==> src/rtl/rsa_pkg.sv <==
// Shared constants and helpers for the RSA co-processor result path.
package rsa_pkg;

    localparam int RSA_OUT_W = 8;

    // Width needed to hold an occupancy value in the range 0..depth.
    function automatic int count_w(input int depth);
        return $clog2(depth + 1);
    endfunction

endpackage

==> src/rtl/rsa_fifo_mem.sv <==
// DEPTH x WIDTH result storage: one synchronous write port, one combinational read port.
module rsa_fifo_mem #(
    parameter int WIDTH = 8,
    parameter int DEPTH = 4,
    localparam int AW   = $clog2(DEPTH)
) (
    input  logic             clk,
    input  logic             we,
    input  logic [AW-1:0]    waddr,
    input  logic [WIDTH-1:0] wdata,
    input  logic [AW-1:0]    raddr,
    output logic [WIDTH-1:0] rdata
);

    logic [WIDTH-1:0] mem_q [DEPTH];

    // Result array write; contents are deliberately left unreset.
    always_ff @(posedge clk) begin
        if (we) begin
            mem_q[waddr] <= wdata;
        end
    end

    assign rdata = mem_q[raddr];

endmodule

==> src/rtl/rsa_result_buffer.sv <==
// Captures RSA results into a small FIFO and drains them as OUT_W-bit chunks,
// least-significant chunk first, over a valid/ready handshake.
module rsa_result_buffer
    import rsa_pkg::*;
#(
    parameter int WIDTH = 8,
    parameter int DEPTH = 4,
    parameter int OUT_W = RSA_OUT_W,
    localparam int CW   = count_w(DEPTH)
) (
    input  logic             clk,
    input  logic             rstb,
    input  logic             en,
    input  logic             eoc,
    input  logic [WIDTH-1:0] R_i,
    input  logic             clear,
    output logic             out_valid,
    input  logic             out_ready,
    output logic [OUT_W-1:0] out_data,
    output logic             out_last,
    output logic [CW-1:0]    count,
    output logic             full,
    output logic             empty,
    output logic             overflow
);

    localparam int NCHUNK = WIDTH / OUT_W;
    localparam int AW     = $clog2(DEPTH);
    localparam int CIW    = (NCHUNK > 1) ? $clog2(NCHUNK) : 1;

    if (WIDTH % OUT_W != 0) begin : g_bad_width
        $fatal(1, "rsa_result_buffer: WIDTH must be a multiple of OUT_W");
    end
    if ((DEPTH < 2) || ((DEPTH & (DEPTH - 1)) != 0)) begin : g_bad_depth
        $fatal(1, "rsa_result_buffer: DEPTH must be a power of two >= 2");
    end

    logic [AW-1:0]    wp_q, wp_d, rp_q, rp_d;
    logic [CIW-1:0]   ci_q, ci_d;
    logic [CW-1:0]    count_q, count_d;
    logic             full_q, full_d, empty_q, empty_d, ovf_q, ovf_d;
    logic             push_req_s, push_ok_s, xfer_s, pop_s, last_s, mem_we_s;
    logic [WIDTH-1:0] rd_word_s;

    assign last_s     = (ci_q == CIW'(NCHUNK - 1));
    assign xfer_s     = !empty_q & out_ready;
    assign pop_s      = xfer_s & last_s;
    assign push_req_s = en & eoc;
    // A full buffer still takes a result when the head leaves in the same cycle.
    assign push_ok_s  = push_req_s & (!full_q | pop_s);
    assign mem_we_s   = push_ok_s & !clear & rstb;

    // Next-state for pointers, chunk index, occupancy and flags.
    always_comb begin
        wp_d    = wp_q;
        rp_d    = rp_q;
        ci_d    = ci_q;
        count_d = count_q;
        full_d  = full_q;
        empty_d = empty_q;
        ovf_d   = ovf_q;
        if (clear) begin
            wp_d    = AW'(0);
            rp_d    = AW'(0);
            ci_d    = CIW'(0);
            count_d = CW'(0);
            full_d  = 1'b0;
            empty_d = 1'b1;
            ovf_d   = 1'b0;
        end else begin
            if (xfer_s && last_s) begin
                ci_d = CIW'(0);
                rp_d = rp_q + AW'(1);
            end else if (xfer_s) begin
                ci_d = ci_q + CIW'(1);
            end else begin
                ci_d = ci_q;
            end
            if (push_ok_s) begin
                wp_d = wp_q + AW'(1);
            end else begin
                wp_d = wp_q;
            end
            if (push_req_s && !push_ok_s) begin
                ovf_d = 1'b1;
            end else begin
                ovf_d = ovf_q;
            end
            case ({push_ok_s, pop_s})
                2'b10:   count_d = count_q + CW'(1);
                2'b01:   count_d = count_q - CW'(1);
                default: count_d = count_q;
            endcase
            full_d  = (count_d == CW'(DEPTH));
            empty_d = (count_d == CW'(0));
        end
    end

    // State registers with synchronous active-low reset.
    always_ff @(posedge clk) begin
        if (!rstb) begin
            wp_q    <= AW'(0);
            rp_q    <= AW'(0);
            ci_q    <= CIW'(0);
            count_q <= CW'(0);
            full_q  <= 1'b0;
            empty_q <= 1'b1;
            ovf_q   <= 1'b0;
        end else begin
            wp_q    <= wp_d;
            rp_q    <= rp_d;
            ci_q    <= ci_d;
            count_q <= count_d;
            full_q  <= full_d;
            empty_q <= empty_d;
            ovf_q   <= ovf_d;
        end
    end

    rsa_fifo_mem #(
        .WIDTH (WIDTH),
        .DEPTH (DEPTH)
    ) u_mem (
        .clk   (clk),
        .we    (mem_we_s),
        .waddr (wp_q),
        .wdata (R_i),
        .raddr (rp_q),
        .rdata (rd_word_s)
    );

    assign out_valid = !empty_q;
    assign out_last  = last_s;
    assign out_data  = rd_word_s[ci_q*OUT_W +: OUT_W];
    assign count     = count_q;
    assign full      = full_q;
    assign empty     = empty_q;
    assign overflow  = ovf_q;

endmodule

==> config.mk <==
export PLATFORM = sky130hd
export DESIGN_NAME = rsa_result_buffer
export DESIGN_NICKNAME = d
export VERILOG_FILES = /design/src/rtl/rsa_pkg.sv /design/src/rtl/rsa_fifo_mem.sv /design/src/rtl/rsa_result_buffer.sv
export SDC_FILE = /design/constraint.sdc
export NUM_CORES = 1
export LEC_CHECK = 0
export BUFFER_PORTS_ARGS = -buffer_cell sky130_fd_sc_hd__buf_2
export CAP_MARGIN = 20
export CORE_ASPECT_RATIO = 2
export CORE_MARGIN = 3
export CORE_UTILIZATION = 45
export DETAILED_ROUTE_END_ITERATION = 8
export GPL_ROUTABILITY_DRIVEN = 0
export PLACE_DENSITY = 0.68
export SETUP_SLACK_MARGIN = 0.3
export SLEW_MARGIN = 10
export SYNTH_ARGS = -nofsm -noshare
export SYNTH_HDL_FRONTEND = slang
export SYNTH_SLANG_ARGS = --single-unit
==> constraint.sdc <==
create_clock -name clk -period 2.4 [get_ports clk]
set_input_delay 0.36 -clock clk [delete_from_list [all_inputs] [get_ports clk]]
set_output_delay 0.36 -clock clk [all_outputs]
set_load 0.05 [all_outputs]
* Word level (Yosys, flattened, before mapping) *
Memories as Yosys holds them, arrays and structs flattened. A register that Yosys moved wholly into a read port is not among the register bits.
Index checks and enable logic that the tools add are counted.

cells by class
  shift operators = 1
  eq/ne operators = 3
  add/sub/neg operators = 5
  bitwise gates (word level) = 9
  multiplexer cells = 6
  reduce and logical (&&, ||, !) cells = 9

operators with widths
  cell                                              count
  variable part select 8 x 5 -> 8 bit               1
  bitwise AND 1 bit                                 6
  case mux 3 bit (2 select lines)                   1
  adder 2 x 1 -> 2 bit, second input constant       2
  zero test 1 bit                                   4
  2-to-1 mux 2 bit                                  2
  adder 3 x 1 -> 3 bit, second input constant       1
  == test 3 bit, second input constant              1
  zero test 3 bit                                   1
  2-to-1 mux 3 bit                                  1
  OR reduction 3 bit                                1
  subtractor 3 x 1 -> 3 bit, second input constant  1
  == test 2 x 1 -> 1 bit, second input constant     1
  == test 2 bit, second input constant              1
  logical AND 1 bit                                 2
  2-to-1 mux 1 bit                                  2
  inverter 1 bit                                    2
  OR reduction 2 bit                                1
  adder 1 bit, second input constant                1
  bitwise OR 1 bit                                  1

word-level totals
  memories = 1
  output and inout bits = 16
  bits of input ports = 14
  bits in writable memories = 32
  register bits = 11

memories
  name         words  width  read ports  clocked after memory_dff  write ports  RTL line            source
  u_mem.mem_q  4      8      1           1                         1            rsa_fifo_mem.sv:15  logic [WIDTH-1:0] mem_q [DEPTH];

* Depth between registers and ports, before layout *
  word-level depth = 9
  gate-level depth with buffers = 9
  depth with buffers taken out = 8

* By module *
A second synthesis with hierarchy kept.

unflattened totals
  cells, all modules = 112
  area, all modules = 1,776.7 sq um

by module, submodules not included
  module             cells an instance  instances  area each (sq um)  seq. area each (sq um)
  rsa_fifo_mem       46                 1          1,188.6            960.9
  rsa_result_buffer  66                 1          588.1              220.2

* Least setup slack after synthesis *
Ideal clock, no wire load.

  path kind = register -> register
  start = reg empty_q, in the netlist empty
  end = reg full_q, in the netlist full
  setup time = 71 ps
  setup slack = -269 ps
  path buffers = 1
  cell stages (with the launch flop) = 10
  arrival = 2,598 ps
  clock period less this slack = 2,669 ps
  data required time = 2,329 ps
  path through = dfxtp_1 > or3b_1 > buf_6 > a21oi_4 > inv_1 > ha_1 > fa_1 > xnor2_1 > or4_1 > a21oi_1

between the ends
  cells in the longest elaborated chain, start to end = 9
  elaborated cells between the ends (all ways) = 10
  those cells by class = eq/ne (3); mux (2); bitwise (4); reduce/logical (1)

ends and longest elaborated chain
  what                                                            RTL line                  source
  start, declared                                                 rsa_result_buffer.sv:41   logic full_q, full_d, empty_q, empty_d, ovf_q, ovf_d;
  start signal, assigned                                          rsa_result_buffer.sv:115  empty_q <= empty_d;
  zero test 1 bit *                                               rsa_result_buffer.sv:46   assign xfer_s = !empty_q & out_ready;
  bitwise AND 1 bit *                                             rsa_result_buffer.sv:46
  bitwise AND 1 bit *                                             rsa_result_buffer.sv:47   assign pop_s = xfer_s & last_s;
  bitwise OR 1 bit                                                rsa_result_buffer.sv:50   assign push_ok_s = push_req_s & (!full_q | pop_s);
  bitwise AND 1 bit                                               rsa_result_buffer.sv:50
  == test 2 x 1 -> 1 bit / == test 2 bit (equally long branches)  rsa_result_buffer.sv:89   case ({push_ok_s, pop_s})
  case mux 3 bit (2 select lines) *                               rsa_result_buffer.sv:89
  2-to-1 mux 3 bit *                                              rsa_result_buffer.sv:62   if (clear) begin
  == test 3 bit *                                                 rsa_result_buffer.sv:94   full_d = (count_d == CW'(DEPTH));
  end signal, assigned                                            rsa_result_buffer.sv:114  full_q <= full_d;
  end, declared                                                   rsa_result_buffer.sv:41

Mark *: on every way between the ends. The rest lies on a longest branch, timed or not. The select of a mux whose other input is x is not followed.
A chain may end at the register's enable or synchronous reset.

* Worst setup path in the final report *
Same ends and word-level chain as after synthesis.

==> impl_results.md <==
- Worst skew pair latency: 0.29 ns
- Starting Density: 47.10%
- Initial antenna violation count: 0
- Residual DRC count: 0
- Top-area cell type share of the netlist area: 52.00%
- Synth-to-Final Area Change: 19.63%
- Post-route ant nets: 0
- Die ar.: 0.004958 sq mm
- Least-Margin Pin Slew: 0.4107 ns
- Ant diodes: 0
- Layout cells sized above 1: 38.85%
- Clk sink count: 45
- Maximum clock path buffer count: 2
- Post-DR vias/cell: 5.192
- # setup viols final: 0
- Clk root buf: clkbuf_8
- Synthesized area: 0.001848 sq mm
- PwrDens: 621.4 mW/mm^2
- GRT overflow: 0
- CTS tree: yes
- Max-cap violations: 0
- Die outline width: 51.32 um
- Rel. slew slack: 72.62%
- Seq/Total Area, Yosys: 66.08%
- # IOs: 30
- Port Buffers: 29
- Final setup skew: 0.004333 ns
- Max FO, Critical Path: 3
- Core area: 0.003924 sq mm
- Reg clk slew, reported paths: 0.08 ns
- Worst path required time: 2.63 ns
- Post-route minimum period: 2.253 ns
- Yosys warnings: 0
- Largest net degree at the start of global routing: 14
- Cell taking the most area after synthesis: edfxtp_1
- Die Y-Extent: 96.63 um
- Netlist cell types: 33
- Final worst slack: 0.1468 ns
- Int Power: 1.075 mW
- RSZ-0062 raised after global routing: true
- Worst Path Buf+Inv: 1
- Crit path capture type: flip-flop
- CP max stage cell: or4_4
- Static leakage: 0.8259 nW
- Non-Filler Instances: 208
- Status: complete, no violations
- Psw: 0.2985 mW
- Maximum level of the CTS H-tree: 2
- Hold_buf cts: 0
- Peak Freq: 443.8 MHz
- Hold crit path type: input port to flip-flop
- Number of core rows: 32
- Yosys reg bits: 45
- Syn_nets: 139
- Cells after DPL: 197
- Avg Inst Size Synth: 15.53 sq um
- Final hold vios: 0
- Maximum vdd drop: 0.4865 mV
- Final #Nets: 176
- Sw frac: 21.73%
- Crit path cell chain: or3b_4, a21oi_4, inv_2, ha_4, fa_2, xnor2_4, or4_4, a21oi_2
- Pre-antenna DRT Iters: 5
- First DRT Iteration DRCs: 9
- First-pass GRT wire length: 5119 um
- Num CTS Buffers: 5
- Pre-CTS WS: -0.05265 ns
- Final WL: 3166 um
- Reg power frac: 61.1%
- Comb pwr share: 7.1%
- CP Launch Type: flip-flop
- Crit share post-route: 93.88%
- Largest cells by area after synthesis: edfxtp_1 (52%), dfxtp_1 (14%), mux4_2 (9.7%), ha_1 (3.4%), and2_1 (2.7%)
- CP top delay family: simple AND/OR/NAND/NOR gates
- Vias in the first global route: 1094
- Crit-path max cell delay: 0.43 ns
- Category of the most critical setup path: flip-flop to flip-flop
- Worst EP arrival: 2.48 ns
- WL per Instance: 15.22 um
- Pins Over Slew Limit: 0
- Hpwl dp: 2286 um
- GRT Util Overall: 13.98%
- Gate Count Post-Synth: 119
- DR vias: 1080
- Clock power share: 31.8%
worst paths after layout:
kind                  endpoint  cells after the start  startpoint  slack [ns]
min          u_mem.mem_q[3][7]                      1      R_i[7]        0.28
max                       full                      8       empty        0.15
max reg2reg               full                      8       empty        0.15
min reg2reg           overflow                      2    overflow        0.50
routing by layer:
metal | wire length, um | vias up | part of all wire, % | track usage (%)
met5 | 0 | - | 0 | 0
met4 | 61 | 0 | 1.9 | 6.263
met3 | 133 | 6 | 4.2 | 3.390
met2 | 1850 | 30 | 58 | 25.37
met1 | 1121 | 533 | 35 | 14.44
li1 | - | 511 | - | -
cells in the mapped netlist, drive strengths merged:
library cell	instances
a2111o	1
a211oi	1
a21oi	4
a41oi	1
and2	8
and3	4
buf	3
clkbuf	3
dfxtp	13
edfxtp	32
fa	1
ha	5
inv	7
mux2i	2
mux4	8
nand2	5
nand2b	1
nor2	6
nor2b	1
nor3	1
nor3b	1
o211ai	1
o21a	1
o21ai	2
o31ai	1
or3	1
or3b	1
or4	1
xnor2	1
xor2	2
timing repair:
item | in CTS | in global routing
endpoints found under the setup margin | 3 | 11
buffers inserted | 3 | 0
resized for setup | 3 | 2
pin swaps | 0 | 0
state kept, by name, summed over array words and instances (netlist names), named ones only:
signal       count
u_mem.mem_q     32
count            3
rp_q             2
wp_q             2
ci_q             1
empty            1
full             1
overflow         1
cell families (layout without fill, tap and decap cells):
| family | Yosys count | in the layout | share of synthesized area, % |
|---|---|---|---|
| DFF | 45 | 45 | 66.08 |
| and+or+nand+nor | 30 | 30 | 8.870 |
| buffers and inverters | 13 | 51 | 3.182 |
| AOI/OAI and AO/OA | 12 | 12 | 5.146 |
| muxes | 10 | 10 | 10.83 |
| adders and majority gates | 6 | 6 | 4.469 |
| xor gates and xnor gates | 3 | 3 | 1.422 |
power by group through the flow:
stage / clock network (mW) / logic, mW / registers (mW)
4_1_cts: 0.446 / 0.0972 / 0.840
5_1_grt: 0.469 / 0.106 / 0.841
3_5_place_dp: 0 / 0.0924 / 0.858
6_report: 0.437 / 0.0973 / 0.840
2_1_floorplan: 0 / 0.0531 / 0.865
3_3_place_gp: 0 / 0.0893 / 0.857
stage by stage:
step           power [mW]  setup TNS (ns)  hold WS, ns  utilization, %  area [sq um]
6_report            1.374               0       0.2794           56.35          2211
5_1_grt             1.415               0       0.2711           56.35          2211
4_1_cts             1.383               0       0.2769           56.15          2203
3_5_place_dp       0.9503        -0.05265       0.4814           53.03          2081
3_3_place_gp       0.9467               0       0.4591           53.03          2081
2_1_floorplan      0.9178        -0.02915       0.4589               -          1874
placed cells by master, fill, tap and decap left out, drive strengths merged, types with 2 or more instances in the layout:
| master | synthesis | final |
|---|---|---|
| a21oi | 4 | 4 |
| and2 | 8 | 8 |
| and3 | 4 | 4 |
| buf | 3 | 36 |
| clkbuf | 3 | 6 |
| clkinv | 0 | 2 |
| dfxtp | 13 | 13 |
| edfxtp | 32 | 32 |
| ha | 5 | 5 |
| inv | 7 | 7 |
| mux2i | 2 | 2 |
| mux4 | 8 | 8 |
| nand2 | 5 | 5 |
| nor2 | 6 | 6 |
| o21ai | 2 | 2 |
| xor2 | 2 | 2 |
area by class of cell:
type	instances	area [sq um]
flip-flops and latches	45	1225
multi-input cells	61	611.8
repair buffers	36	201.4
clock inverters	2	10.01
fillers	351	1713
well taps	51	63.81
inverters	7	26.28
clock buffers	6	72.57
No activity file was read; power rests on OpenSTA's default activity.
